File: config.mk
export PLATFORM = sky130hd
export DESIGN_NAME = gfifo_wr_arb
export DESIGN_NICKNAME = d
export VERILOG_FILES = /design/src/rtl/gfifo_wr_arb.sv
export SDC_FILE = /design/constraint.sdc
export NUM_CORES = 1
export LEC_CHECK = 0
export BUFFER_PORTS_ARGS = -buffer_cell sky130_fd_sc_hd__buf_4
export CAP_MARGIN = 20
export CORE_MARGIN = 2
export CORE_UTILIZATION = 45
export CTS_CLUSTER_DIAMETER = 100
export DETAILED_ROUTE_END_ITERATION = 6
export GPL_ROUTABILITY_DRIVEN = 0
export PLACE_DENSITY = 0.76
export SETUP_SLACK_MARGIN = 0.5
export SLEW_MARGIN = 20
export SYNTH_ARGS = -nofsm -noshare
export SYNTH_HDL_FRONTEND = slang
export SYNTH_SLANG_ARGS = --single-unit
File: constraint.sdc
create_clock -name wr_clk -period 3.3 [get_ports wr_clk]
set_input_delay 0 -clock wr_clk [delete_from_list [all_inputs] [get_ports wr_clk]]
set_output_delay 0 -clock wr_clk [all_outputs]
set_load 0.02 [all_outputs]
File: src/rtl/gfifo_wr_arb.sv
// ============================================================================
// Module   : gfifo_wr_arb
// Purpose  : Round-robin, burst-limited write-port arbiter for the gray-code
//            async FIFO. Optional macro GFIFO_WR_ARB_PRIO0_EN lets requester 0
//            win every arbitration.
// Revision : 1.0 - initial release
// ============================================================================
`default_nettype none

module gfifo_wr_arb #(
  parameter int NUM_REQ   = 4,
  parameter int DATA_W    = 4,
  parameter int BURST_MAX = 4
) (
  input  logic                        wr_clk,
  input  logic                        rst_,
  input  logic [NUM_REQ-1:0]          src_req_,
  input  logic [NUM_REQ*DATA_W-1:0]   src_data,
  output logic [NUM_REQ-1:0]          src_gnt_,
  output logic [NUM_REQ-1:0]          src_ack_,
  output logic                        fifo_wr_req_,
  output logic [DATA_W-1:0]           fifo_wr_data,
  input  logic                        fifo_full,
  output logic                        arb_busy
);

  localparam int c_IDX_W = $clog2(NUM_REQ);
  localparam int c_SUM_W = c_IDX_W + 1;
  localparam int c_CNT_W = $clog2(BURST_MAX + 1);

  localparam logic [0:0] c_IDLE  = 1'b0;
  localparam logic [0:0] c_BURST = 1'b1;

  localparam logic [c_CNT_W-1:0] c_CNT_LAST = c_CNT_W'(BURST_MAX - 1);
  localparam logic [c_IDX_W-1:0] c_IDX_LAST = c_IDX_W'(NUM_REQ - 1);
  localparam logic [c_SUM_W-1:0] c_NUM     = c_SUM_W'(NUM_REQ);

  logic [0:0]         r_state;
  logic [c_IDX_W-1:0] r_owner;
  logic [c_IDX_W-1:0] r_rr_ptr;
  logic [c_CNT_W-1:0] r_cnt;
  logic [NUM_REQ-1:0] r_gnt_n;

  logic               w_found;
  logic [c_IDX_W-1:0] w_sel;
  logic [c_SUM_W-1:0] w_idx;
  logic [DATA_W-1:0]  w_owner_data;
  logic               w_owner_req_n;
  logic               w_busy;
  logic               w_xfer;
  logic               w_end;
  logic [c_IDX_W-1:0] w_rr_next;

  // First low request at or after r_rr_ptr, wrapping modulo NUM_REQ.
  always_comb begin
    w_found = 1'b0;
    w_sel   = '0;
    w_idx   = '0;
`ifdef GFIFO_WR_ARB_PRIO0_EN
    if (!src_req_[0]) begin
      w_found = 1'b1;
    end
`endif
    for (int i = 0; i < NUM_REQ; i++) begin
      w_idx = {1'b0, r_rr_ptr} + c_SUM_W'(i);
      if (w_idx >= c_NUM) begin
        w_idx = w_idx - c_NUM;
      end
      if (!w_found && !src_req_[w_idx[c_IDX_W-1:0]]) begin
        w_found = 1'b1;
        w_sel   = w_idx[c_IDX_W-1:0];
      end
    end
  end

  always_comb begin
    w_owner_data = '0;
    for (int i = 0; i < NUM_REQ; i++) begin
      if (c_IDX_W'(i) == r_owner) begin
        w_owner_data = src_data[i*DATA_W +: DATA_W];
      end
    end
  end

  assign w_owner_req_n = src_req_[r_owner];
  assign w_busy        = (r_state == c_BURST);
  assign w_xfer        = w_busy && !w_owner_req_n && !fifo_full;
  // Burst closes on its last word or as soon as the owner withdraws.
  assign w_end         = w_busy && (w_owner_req_n || (w_xfer && (r_cnt == c_CNT_LAST)));
  assign w_rr_next     = (r_owner == c_IDX_LAST) ? '0 : r_owner + c_IDX_W'(1);

  always_comb begin
    src_ack_ = '1;
    if (w_xfer) begin
      src_ack_[r_owner] = 1'b0;
    end
  end

  assign fifo_wr_req_ = !w_xfer;
  assign fifo_wr_data = w_xfer ? w_owner_data : '0;
  assign src_gnt_     = r_gnt_n;
  assign arb_busy     = w_busy;

  always_ff @(posedge wr_clk or negedge rst_) begin
    if (!rst_) begin
      r_state  <= c_IDLE;
      r_owner  <= '0;
      r_rr_ptr <= '0;
      r_cnt    <= '0;
      r_gnt_n  <= '1;
    end else begin
      case (r_state)
        c_IDLE: begin
          if (w_found) begin
            r_state <= c_BURST;
            r_owner <= w_sel;
            r_cnt   <= '0;
            r_gnt_n <= ~(NUM_REQ'(1) << w_sel);
          end
        end
        c_BURST: begin
          if (w_end) begin
            r_state  <= c_IDLE;
            r_rr_ptr <= w_rr_next;
            r_cnt    <= '0;
            r_gnt_n  <= '1;
          end else if (w_xfer) begin
            r_cnt <= r_cnt + c_CNT_W'(1);
          end
        end
        default: begin
          r_state <= c_IDLE;
        end
      endcase
    end
  end

endmodule

`default_nettype wire

# After elaboration in Yosys (flattened, before gate mapping)
# Index checks and enable logic that the tools add are counted.
[op_classes]
n_lt_le_gt_ge = 10
n_reduce_logical = 22
div = 0
mux = 41
shifts = 1
n_bitwise = 3
multipliers = 0
addsub = 9
eq_ne = 8
[op_table]
columns = ["cell", "n"]
rows = [
  ["4-bit 2-to-1 mux", 8],
  ["2-bit 2-to-1 mux", 9],
  ["2-bit by 3-bit less-than comparator with 1-bit output (second input constant)", 5],
  ["1-bit 2-to-1 mux", 12],
  ["1-bit binary-select mux with 2-bit select", 5],
  ["3-bit >= comparator (second input constant)", 3],
  ["3-bit 2-to-1 mux", 3],
  ["1-bit logical AND", 8],
  ["1-bit zero test", 8],
  ["4-bit NOT", 2],
  ["4-bit case mux with 2 select lines", 1],
  ["2-bit AND reduction", 4],
  ["2-bit by 1-bit subtractor with 2-bit output (second input constant)", 4],
  ["2-bit by 2-bit adder with 3-bit output (second input constant)", 2],
  ["3-bit case mux with 2 select lines", 1],
  ["2-bit == test (first input constant)", 2],
  ["1-bit by 2-bit left shift with 4-bit output (first input constant)", 1],
  ["2-bit by 1-bit adder with 3-bit output (second input constant)", 1],
  ["3-bit by 1-bit adder with 3-bit output (second input constant)", 1],
  ["3-bit by 2-bit == test with 1-bit output (second input constant)", 1],
  ["2-bit by 3-bit >= comparator with 1-bit output (second input constant)", 1],
  ["3-bit by 1-bit inequality test with 1-bit output (second input constant)", 1],
  ["2-bit by 1-bit adder with 2-bit output (second input constant)", 1],
  ["1-bit demux with 2-bit select", 1],
  ["9 further kinds", 9],
]
[word_totals]
wordCells = 99
rom_bits = 0
latchBits = 0
mem_count = 0
out_inout_bits = 14
regBits = 12
ram_bits = 0
input_bits = 23

# Logic depth before layout (Yosys ltp)
# Gate-level depths: netlist of run 1.
[depth]
word_depth = 18
ltp_mapped = 6
ltp_nobuf = 6

# Worst setup path after synthesis of run 1
# Ideal clock, no wire load.
[synth_path]
path_type = "flip-flop to output port"
start = "register r_owner[0]"
end = "output fifo_wr_data[0]"
arrival_ns = 1.706
slack_ns = 1.594
path_buffers = 0
required_time_ns = 3.300
path_stages_with_launch = 5
cell_sequence = "dfrtp_1 -> mux4_2 -> nor3_4 -> inv_2 -> a21oi_1"
[synth_via]
elab_chain_len = 6
[synth_rtl]
columns = ["item", "line_no", "text"]
rows = [
  ["start: declaration", "39", "logic [c_IDX_W-1:0] r_owner;"],
  ["start signal: assignment", "116", "r_owner <= w_sel;"],
  ["2-bit zero test or 1-bit binary-select mux with 2-bit select (tied branches)", "79, 85", ""],
  ["4-bit 2-to-1 mux or 1-bit 2-to-1 mux (tied branches)", "79, 85", ""],
  ["4-bit 2-to-1 mux or 1-bit zero test (tied branches)", "79, 87", ""],
  ["4-bit 2-to-1 mux or 1-bit logical AND (tied branches) (2 in a row)", "79, 87", ""],
  ["4-bit 2-to-1 mux (*)", "100", "assign fifo_wr_data = w_xfer ? w_owner_data : '0;"],
  ["end: declaration", "22", "output logic [DATA_W-1:0] fifo_wr_data,"],
]
# Every way passes the cells marked *; elsewhere a longest branch is shown, timed or not. The select of a mux whose other input is x is not followed.

# Worst setup path after layout of run 1
# Same ends and word-level chain as after synthesis.

==> key figures, run 1 <==
Floorplanning
  – Core Area: 1760 µm²
  – Die height: 47.8 µm
  – Starting Density: 0.490
  – FP Rows: 15
  – Die W: 47.8 µm
  – I/O pins: 37
  – Die area: 2290 µm²

Global route
  – Met2 Usage GRT: 0.389
  – Largest net degree at the start of global routing: 13
  – M1 GR Usage: 0.219
  – Initial antenna violation count: 0
  – Top Usage Layer GRT: met2
  – First-pass GRT wire length: 3.22 mm
  – Global Route Usage Sum: 0.209
  – Vias in the first global route: 805
  – Met3 Usage GRT: 0.0340
  – GRT overflow: 0

Cells and area
  – Fill count: 167
  – Net count, final: 163
  – Antenna diode count: 0
  – Layout cell share with drive strength beyond 1: 0.406
  – Design area: 1200 µm²
  – Synth-to-layout area growth: 39.4%
  – Core Util, Final: 0.683

Synthesis
  – Synth Cell Area: 865 µm²
  – Largest family of logic cells by synthesized area: compound AO/OA/AOI/OAI gates
  – Fraction of synthesized area in multiplexers: 0.0521
  – Post-synthesis compound-gate area fraction: 0.256
  – Adder-cell share of the synthesized area: 0.0868
  – Synth Area in XOR/XNOR: 0
  – Cells after Synth: 94
  – Ys Warns: 0
  – Syn_nets: 123
  – Post-synthesis sequential area ratio: 0.353
  – Simple-gate area share of the yosys netlist: 0.204
  – Yosys reg bits: 12
  – Count of unique library cells instantiated by Yosys: 34
  – EDFF count, synth: 0
  – Syn_area_per_cell: 9.20 µm²
  – Async set-reset flop share out of synthesis: 1.00
  – Main synth FF type: dfrtp_1

Timing
  – Final min period: 2.05 ns
  – Clk_skew: 0.00134 ns
  – Tcrit/Tclk final: 0.622
  – Slew headroom: 0.778
  – PnR worst setup slack: 1.25 ns
  – RSZ-0062 raised after global routing: no
  – # setup viols final: 0
  – Setup Total Neg Slack: 0 ns
  – Worst-Margin Slew: 0.333 ns
  – Min Hold Slack: 0.0842 ns
  – Fin. Hold Viols: 0
  – Max Transition Viols Final: 0
  – Max Fclk: 0.487 GHz

Routing
  – Drt pass-1 iters: 4
  – Residual DRC count: 0
  – Routed Antenna Nets: 0
  – Via count: 883
  – Total Wirelength: 2.20 mm
  – 1st-iter DRT viols: 18
  – Via density: 5.59
  – Wire per inst: 13.9 µm

Clocking
  – Clock Sinks: 12
  – Skew-Pair Late Insertion Delay: 0.28 ns
  – CTS tree: yes
  – Clock Tree Root: clkbuf_4
  – Clock transition at path regs: 0.08 ns
  – Total CTS buffers: 3
  – H-tree depth: 1
  – CTS max path bufs: 2

Placement
  – Hpwl dp: 1.78 mm
  – Area of placed instances: 1160 µm²
  – Setup WS pre-CTS: 1.54 ns
  – PortBufs: 36

Power
  – Power Density: 813 nW/µm²
  – Static Leak: 0.000572 µW
  – Worst VDD drop: 0.000507 V

Worst setup path
  – Max FO, Critical Path: 7
  – Critical Path Start: r_owner[0]$_DFFE_PN0P_
  – Data arrival time of the critical path: 2.05 ns
  – Critical Path RT: 3.30 ns
  – WS Path Type: reg -> out
  – Worst R2R Start: r_owner[0]$_DFFE_PN0P_
  – Kind of end point of the critical path: output pin
  – Startpoint Class: flop

Run
  – Max cap viols: 0

Status
  – Status: finished clean

Worst hold path
  – Hold Crit Class: in -> async
==> stage by stage <==
step	instances	power, µW
2_1_floorplan	94	679
3_3_place_gp	153	843
3_5_place_dp	153	860
4_1_cts	158	984
5_1_grt	158	1050
6_report	158	979
==> layout make-up <==
class,instances,area (µm²),area share
multi-input cells,71,518,0.430
flip-flops and latches,12,305,0.253
repair buffers,37,280,0.233
clock buffers,4,36.3,0.0301
inverters,9,33.8,0.0280
well taps,25,31.3,0.0260
==> cell usage in the layout (no fill, tap or decap), types with 2 or more instances in the layout <==
cell       synthesis  layout
nor2_1             5       5
inv_1              8       8
nand2_1           13      13
a2bb2oi_1          4       4
ha_1               6       6
buf_4              0      36
dfstp_2            4       4
o21ai_0            2       2
dfrtp_1            8       8
a221oi_1           4       4
mux2_2             2       2
a211o_1            4       4
nor2b_1            5       5
clkbuf_4           0       3
nand4_1            2       2
a21oi_1            5       5
o31ai_1            2       2
==> synthesized netlist by cell type, types with 2 or more instances <==
cell type  instances  area share
nand2_1           13       0.056
ha_1               6       0.087
a21oi_1            5       0.029
buf_1              2      0.0087
nor2_1             5       0.022
inv_1              8       0.035
o31ai_1            2       0.017
dfstp_2            4        0.12
mux2_2             2       0.026
a221oi_1           4       0.041
a211o_1            4       0.041
nand4_1            2       0.014
o21ai_0            2       0.012
nor2b_1            5       0.036
a2bb2oi_1          4       0.041
dfrtp_1            8        0.23
==> worst paths after layout <==
check / end / slack [ns] / cells after the start
max in group asynchronous: src_gnt_[1]$_DFFE_PN1P_ / 2.99 / 2
hold reg to reg: r_cnt[2]$_DFFE_PN0P_ / 0.49 / 2
hold / removal: r_cnt[0]$_DFFE_PN0P_ / 0.08 / 2
setup / recovery: fifo_wr_data[0] / 1.25 / 5
min in group wr_clk: src_gnt_[3]$_DFFE_PN1P_ / 0.09 / 3
setup reg to reg: r_rr_ptr[1]$_DFFE_PN0P_ / 1.53 / 3
==> cells by family after synthesis <==
logic type | after synthesis
mux | 3
fa+ha+maj | 6
compound gates | 29
buf+inv | 11
simple gates | 33
flops | 12
==> worst max-delay path: stages, from the launching register on <==
cell     delay [ns]
dfrtp_1        0.47
mux4_2         0.62
nor3_4         0.22
inv_2          0.12
a21oi_1        0.17
buf_4          0.17
==> routing by layer <==
| layer | part of all wire | vias to the layer above | wire [µm] |
|---|---|---|---|
| met5 | 0 | - | 0 |
| met4 | 0.021 | 0 | 46 |
| met3 | 0.059 | 5 | 129 |
| met2 | 0.52 | 32 | 1150 |
| met1 | 0.40 | 423 | 878 |
| li1 | - | 423 | - |
==> report_power, final <==
| part | internal (µW) | total [µW] | switching, µW | leakage, µW |
|---|---|---|---|---|
| Combinational | 270 | 563 | 293 | 0.000408 |
| Sequential | 222 | 295 | 73.2 | 0.000143 |
| Clock | 67.3 | 121 | 54.1 | 0.0000210 |
==> what timing repair did <==
item,in CTS,in global routing
endpoints found under the hold margin,12,0
gates resized for setup,0,0
hold buffers,1,0
setup buffers,0,0
==> state kept, by name, indices dropped and copies added (netlist names) <==
signal,cells
src_gnt_,4
r_owner,2
r_rr_ptr,2
arb_busy,1
r_cnt,3
Power figures use the tool's default switching activity.
==> run 2: changes to the inputs <==
--- a/config.mk
+++ b/config.mk
@@ -5,6 +5,7 @@
 export SDC_FILE = /design/constraint.sdc
 export NUM_CORES = 1
 export LEC_CHECK = 0
+export ABC_AREA = 1
 export BUFFER_PORTS_ARGS = -buffer_cell sky130_fd_sc_hd__buf_4
 export CAP_MARGIN = 20
 export CORE_MARGIN = 2
@@ -12,7 +13,7 @@
 export CTS_CLUSTER_DIAMETER = 100
 export DETAILED_ROUTE_END_ITERATION = 6
 export GPL_ROUTABILITY_DRIVEN = 0
-export PLACE_DENSITY = 0.76
+export PLACE_DENSITY = 0.75
 export SETUP_SLACK_MARGIN = 0.5
 export SLEW_MARGIN = 20
 export SYNTH_ARGS = -nofsm -noshare
==> constraint.sdc (replaced) <==
create_clock -name wr_clk -period 1.7 [get_ports wr_clk]
set_input_delay 0 -clock wr_clk [delete_from_list [all_inputs] [get_ports wr_clk]]
set_output_delay 0 -clock wr_clk [all_outputs]
set_load 0.02 [all_outputs]
==> run 2 against run 1 <==
The run now ends with negative setup slack left; synthesized area is 32% higher; setup slack got worse by 1.3 ns; critical path depth grew 2; non-clock buffer count rose by 19; via count grew 59%; sequential cell count is the same; critical path type unchanged.
==> key figures, run 2 <==
Synthesis
  – Simple-gate area share of the yosys netlist: 0.427 (+0.223)
  – Most common cell in the synthesized netlist: nand2_1
  – Synth Cell Area: 1140 µm² (+32%)
  – Largest cells by area after synthesis: dfrtp_1, nand2_1, dfstp_2
  – Async set-reset flop share out of synthesis: 1.00 (unchanged)
  – Synth Area in XOR/XNOR: 0 (unchanged)
  – EDFF count, synth: 0 (unchanged)
  – Fraction of synthesized area in multiplexers: 0 (-0.0521)
  – Syn_area_per_cell: 6.74 µm² (-27%)
  – Ys Warns: 0 (unchanged)
  – Adder-cell share of the synthesized area: 0.0659 (-0.0209)
  – Commonest cells post-synth: nand2_1, inv_1, nand3_1
  – Area leader, netlist: dfrtp_1
  – Top cell type's share of synthesized area: 0.176 (-0.0557)
  – Yosys reg bits: 12 (unchanged)
  – Largest family of logic cells by synthesized area: simple AND/OR/NAND/NOR gates
  – Count of unique library cells instantiated by Yosys: 29 (-15%)
  – Post-synthesis compound-gate area fraction: 0.148 (-0.108)
  – Cells after Synth: 169 (+80%)
  – Syn_nets: 198 (+61%)
  – Post-synthesis sequential area ratio: 0.268 (-0.0850)
  – Main synth FF type: dfrtp_1

Timing
  – Worst-Margin Slew: 0.273 ns (-0.0606 ns)
  – Fin. Hold Viols: 0 (unchanged)
  – Max Fclk: 0.570 GHz
  – # setup viols final: 1 (+1)
  – PnR worst setup slack: -0.0557 ns (-1.30 ns)
  – Clk_skew: 0.00574 ns (+0.00440 ns)
  – Setup Total Neg Slack: -0.0557 ns (-0.0557 ns)
  – Final min period: 1.76 ns
  – Max Transition Viols Final: 0 (unchanged)
  – RSZ-0062 raised after global routing: yes
  – Tcrit/Tclk final: 1.03
  – Slew headroom: 0.818 (+0.0404)

Global route
  – GRT overflow: 0 (unchanged)
  – Initial antenna violation count: 0 (unchanged)
  – Vias in the first global route: 1164 (+45%)
  – Global Route Usage Sum: 0.241 (+0.0328)
  – Largest net degree at the start of global routing: 13 (unchanged)
  – First-pass GRT wire length: 5.09 mm (+58%)

Floorplanning
  – Die W: 54.3 µm (+14%)
  – Die area: 2950 µm² (+29%)
  – I/O pins: 37 (unchanged)
  – FP Rows: 18 (+3)
  – Die height: 54.3 µm (+14%)
  – Core Area: 2430 µm² (+38%)
  – Starting Density: 0.468 (-0.0220)

Cells and area
  – Layout cell share with drive strength beyond 1: 0.633 (+0.227)
  – Core Util, Final: 0.824 (+0.141)
  – Max reg flops: 4 (unchanged)
  – Net count, final: 257 (+58%)
  – Antenna diode count: 0 (unchanged)
  – Synth-to-layout area growth: 76.0%
  – Design area: 2000 µm² (+66%)
  – Most common cell after layout, fill and taps aside: buf_4
  – Layout Cells excl Fill: 256 (+62%)
  – Most frequent cells in the layout: buf_4, nand2_1, nand2_4

Clocking
  – Total CTS buffers: 3 (unchanged)
  – H-tree depth: 1 (unchanged)
  – Clock transition at path regs: 0.08 ns (about the same)
  – Skew-Pair Late Insertion Delay: 0.27 ns (about the same)
  – Clock Sinks: 12 (unchanged)
  – Clock Tree Root: clkbuf_4
  – CTS tree: yes
  – CTS max path bufs: 2 (unchanged)

Routing
  – Routed Antenna Nets: 0 (unchanged)
  – Via density: 5.50 (-1.7%)
  – Via count: 1407 (+59%)
  – Drt pass-1 iters: 4 (unchanged)
  – 1st-iter DRT viols: 38 (+20)
  – Wire per inst: 16.8 µm (+21%)
  – Residual DRC count: 0 (unchanged)
  – Total Wirelength: 4.30 mm (+96%)

Power
  – Static Leak: 0.000972 µW (+70%)
  – Power Density: 2090 nW/µm² (+160%)
  – Worst VDD drop: 0.00141 V (+180%)

Placement
  – Setup WS pre-CTS: 0.152 ns (-1.39 ns)
  – PortBufs: 36 (unchanged)
  – Hpwl dp: 2.34 mm (+32%)
  – Post-placement cell count: 233 (+52%)
  – Area of placed instances: 1500 µm² (+30%)

Worst setup path
  – WS Path Type: reg -> out
  – Max FO, Critical Path: 8 (+1)
  – Kind of end point of the critical path: output pin
  – Critical Path RT: 1.70 ns (-1.60 ns)
  – Startpoint Class: flop
  – Data arrival time of the critical path: 1.76 ns (-0.29 ns)

Run
  – Max cap viols: 0 (unchanged)

Status
  – Status: finished with violations
  – Failing checks: negative setup slack

Worst hold path
  – Hold Crit Class: in -> reg
run 2: changes by cell type in the layout (fill, tap and decap cells not counted), sizes merged, moves of 3 or more:
cell	delta
a211o	-4
a21oi	+3
a2bb2oi	-4
buf	+19
inv	+11
nand2	+54
nand3	+15
nand3b	+3
nor2	+6
nor2b	-5
o21ai	+7
run 2: kinds of logic after synthesis:
kind of cell | Yosys count
AO/OA/AOI/OAI | 27
AND/OR/NAND/NOR | 99
adder cells (fa/ha/maj) | 6
flip-flops | 12
buffers and inverters | 25
run 2: stage by stage:
stage / power [µW] / hold WS (ns)
after CTS: 3330 / 0.0782
after detailed placement: 2640 / -0.151
after global placement: 2570 / -0.153
after floorplan: 2170 / -0.296
after global routing: 4460 / 0.0717
final: 4190 / 0.0605
run 2: power breakdown:
group / total [µW] / switching, µW / internal (µW)
registers: 633 / 205 / 428
clock network: 176 / 94.4 / 82.0
logic: 3380 / 2010 / 1360
total: 4190 / 2310 / 1870
run 2: layout make-up:
| type | instances | area [µm²] |
|---|---|---|
| Multi-Input combinational cell | 133 | 1090 |
| Tap cell | 30 | 37.5 |
| Sequential cell | 12 | 312 |
| Inverter | 22 | 105 |
| Fill cell | 143 | 428 |
| Clock buffer | 3 | 22.5 |
| Timing Repair Buffer | 56 | 442 |
run 2: what timing repair did:
item	in CTS	in global routing
endpoints found under the setup margin	21	22
hold buffers	1	0
setup buffers	9	9
hold endpoints to repair	12	0
gates resized for setup	34	48
pin swaps	17	21
cloned	1	0
run 2: per-layer routing:
metal / share of wire / wire (µm) / up-vias / track usage
met4: 0.024 / 102 / 0 / 0.113
li1: - / - / 671 / -
met2: 0.49 / 2110 / 65 / 0.408
met1: 0.43 / 1840 / 661 / 0.297
met3: 0.059 / 253 / 10 / 0.0410
met5: 0 / 0 / - / 0
run 2: path summary, 6_finish.rpt:
kind	startpoint	to	slack [ns]	cells after the start
setup / recovery	r_owner[0]$_DFFE_PN0P_	fifo_wr_data[3]	-0.06	7
hold / removal	fifo_full	arb_busy$_DFF_PN0_	0.06	3
setup reg to reg	r_owner[0]$_DFFE_PN0P_	r_rr_ptr[0]$_DFFE_PN0P_	0.05	6
hold reg to reg	r_cnt[0]$_DFFE_PN0P_	r_cnt[0]$_DFFE_PN0P_	0.49	1
max in group asynchronous	rst_	src_gnt_[1]$_DFFE_PN1P_	1.37	2
min in group asynchronous	rst_	arb_busy$_DFF_PN0_	0.10	2
run 2: critical path, stage by stage (launching register included):
cell and delay [ns]:
dfrtp_2 0.50, inv_4 0.12, ha_4 0.15, nand2_1 0.06, nand2_1 0.07, o211ai_1 0.12
a221oi_2 0.27, buf_4 0.19
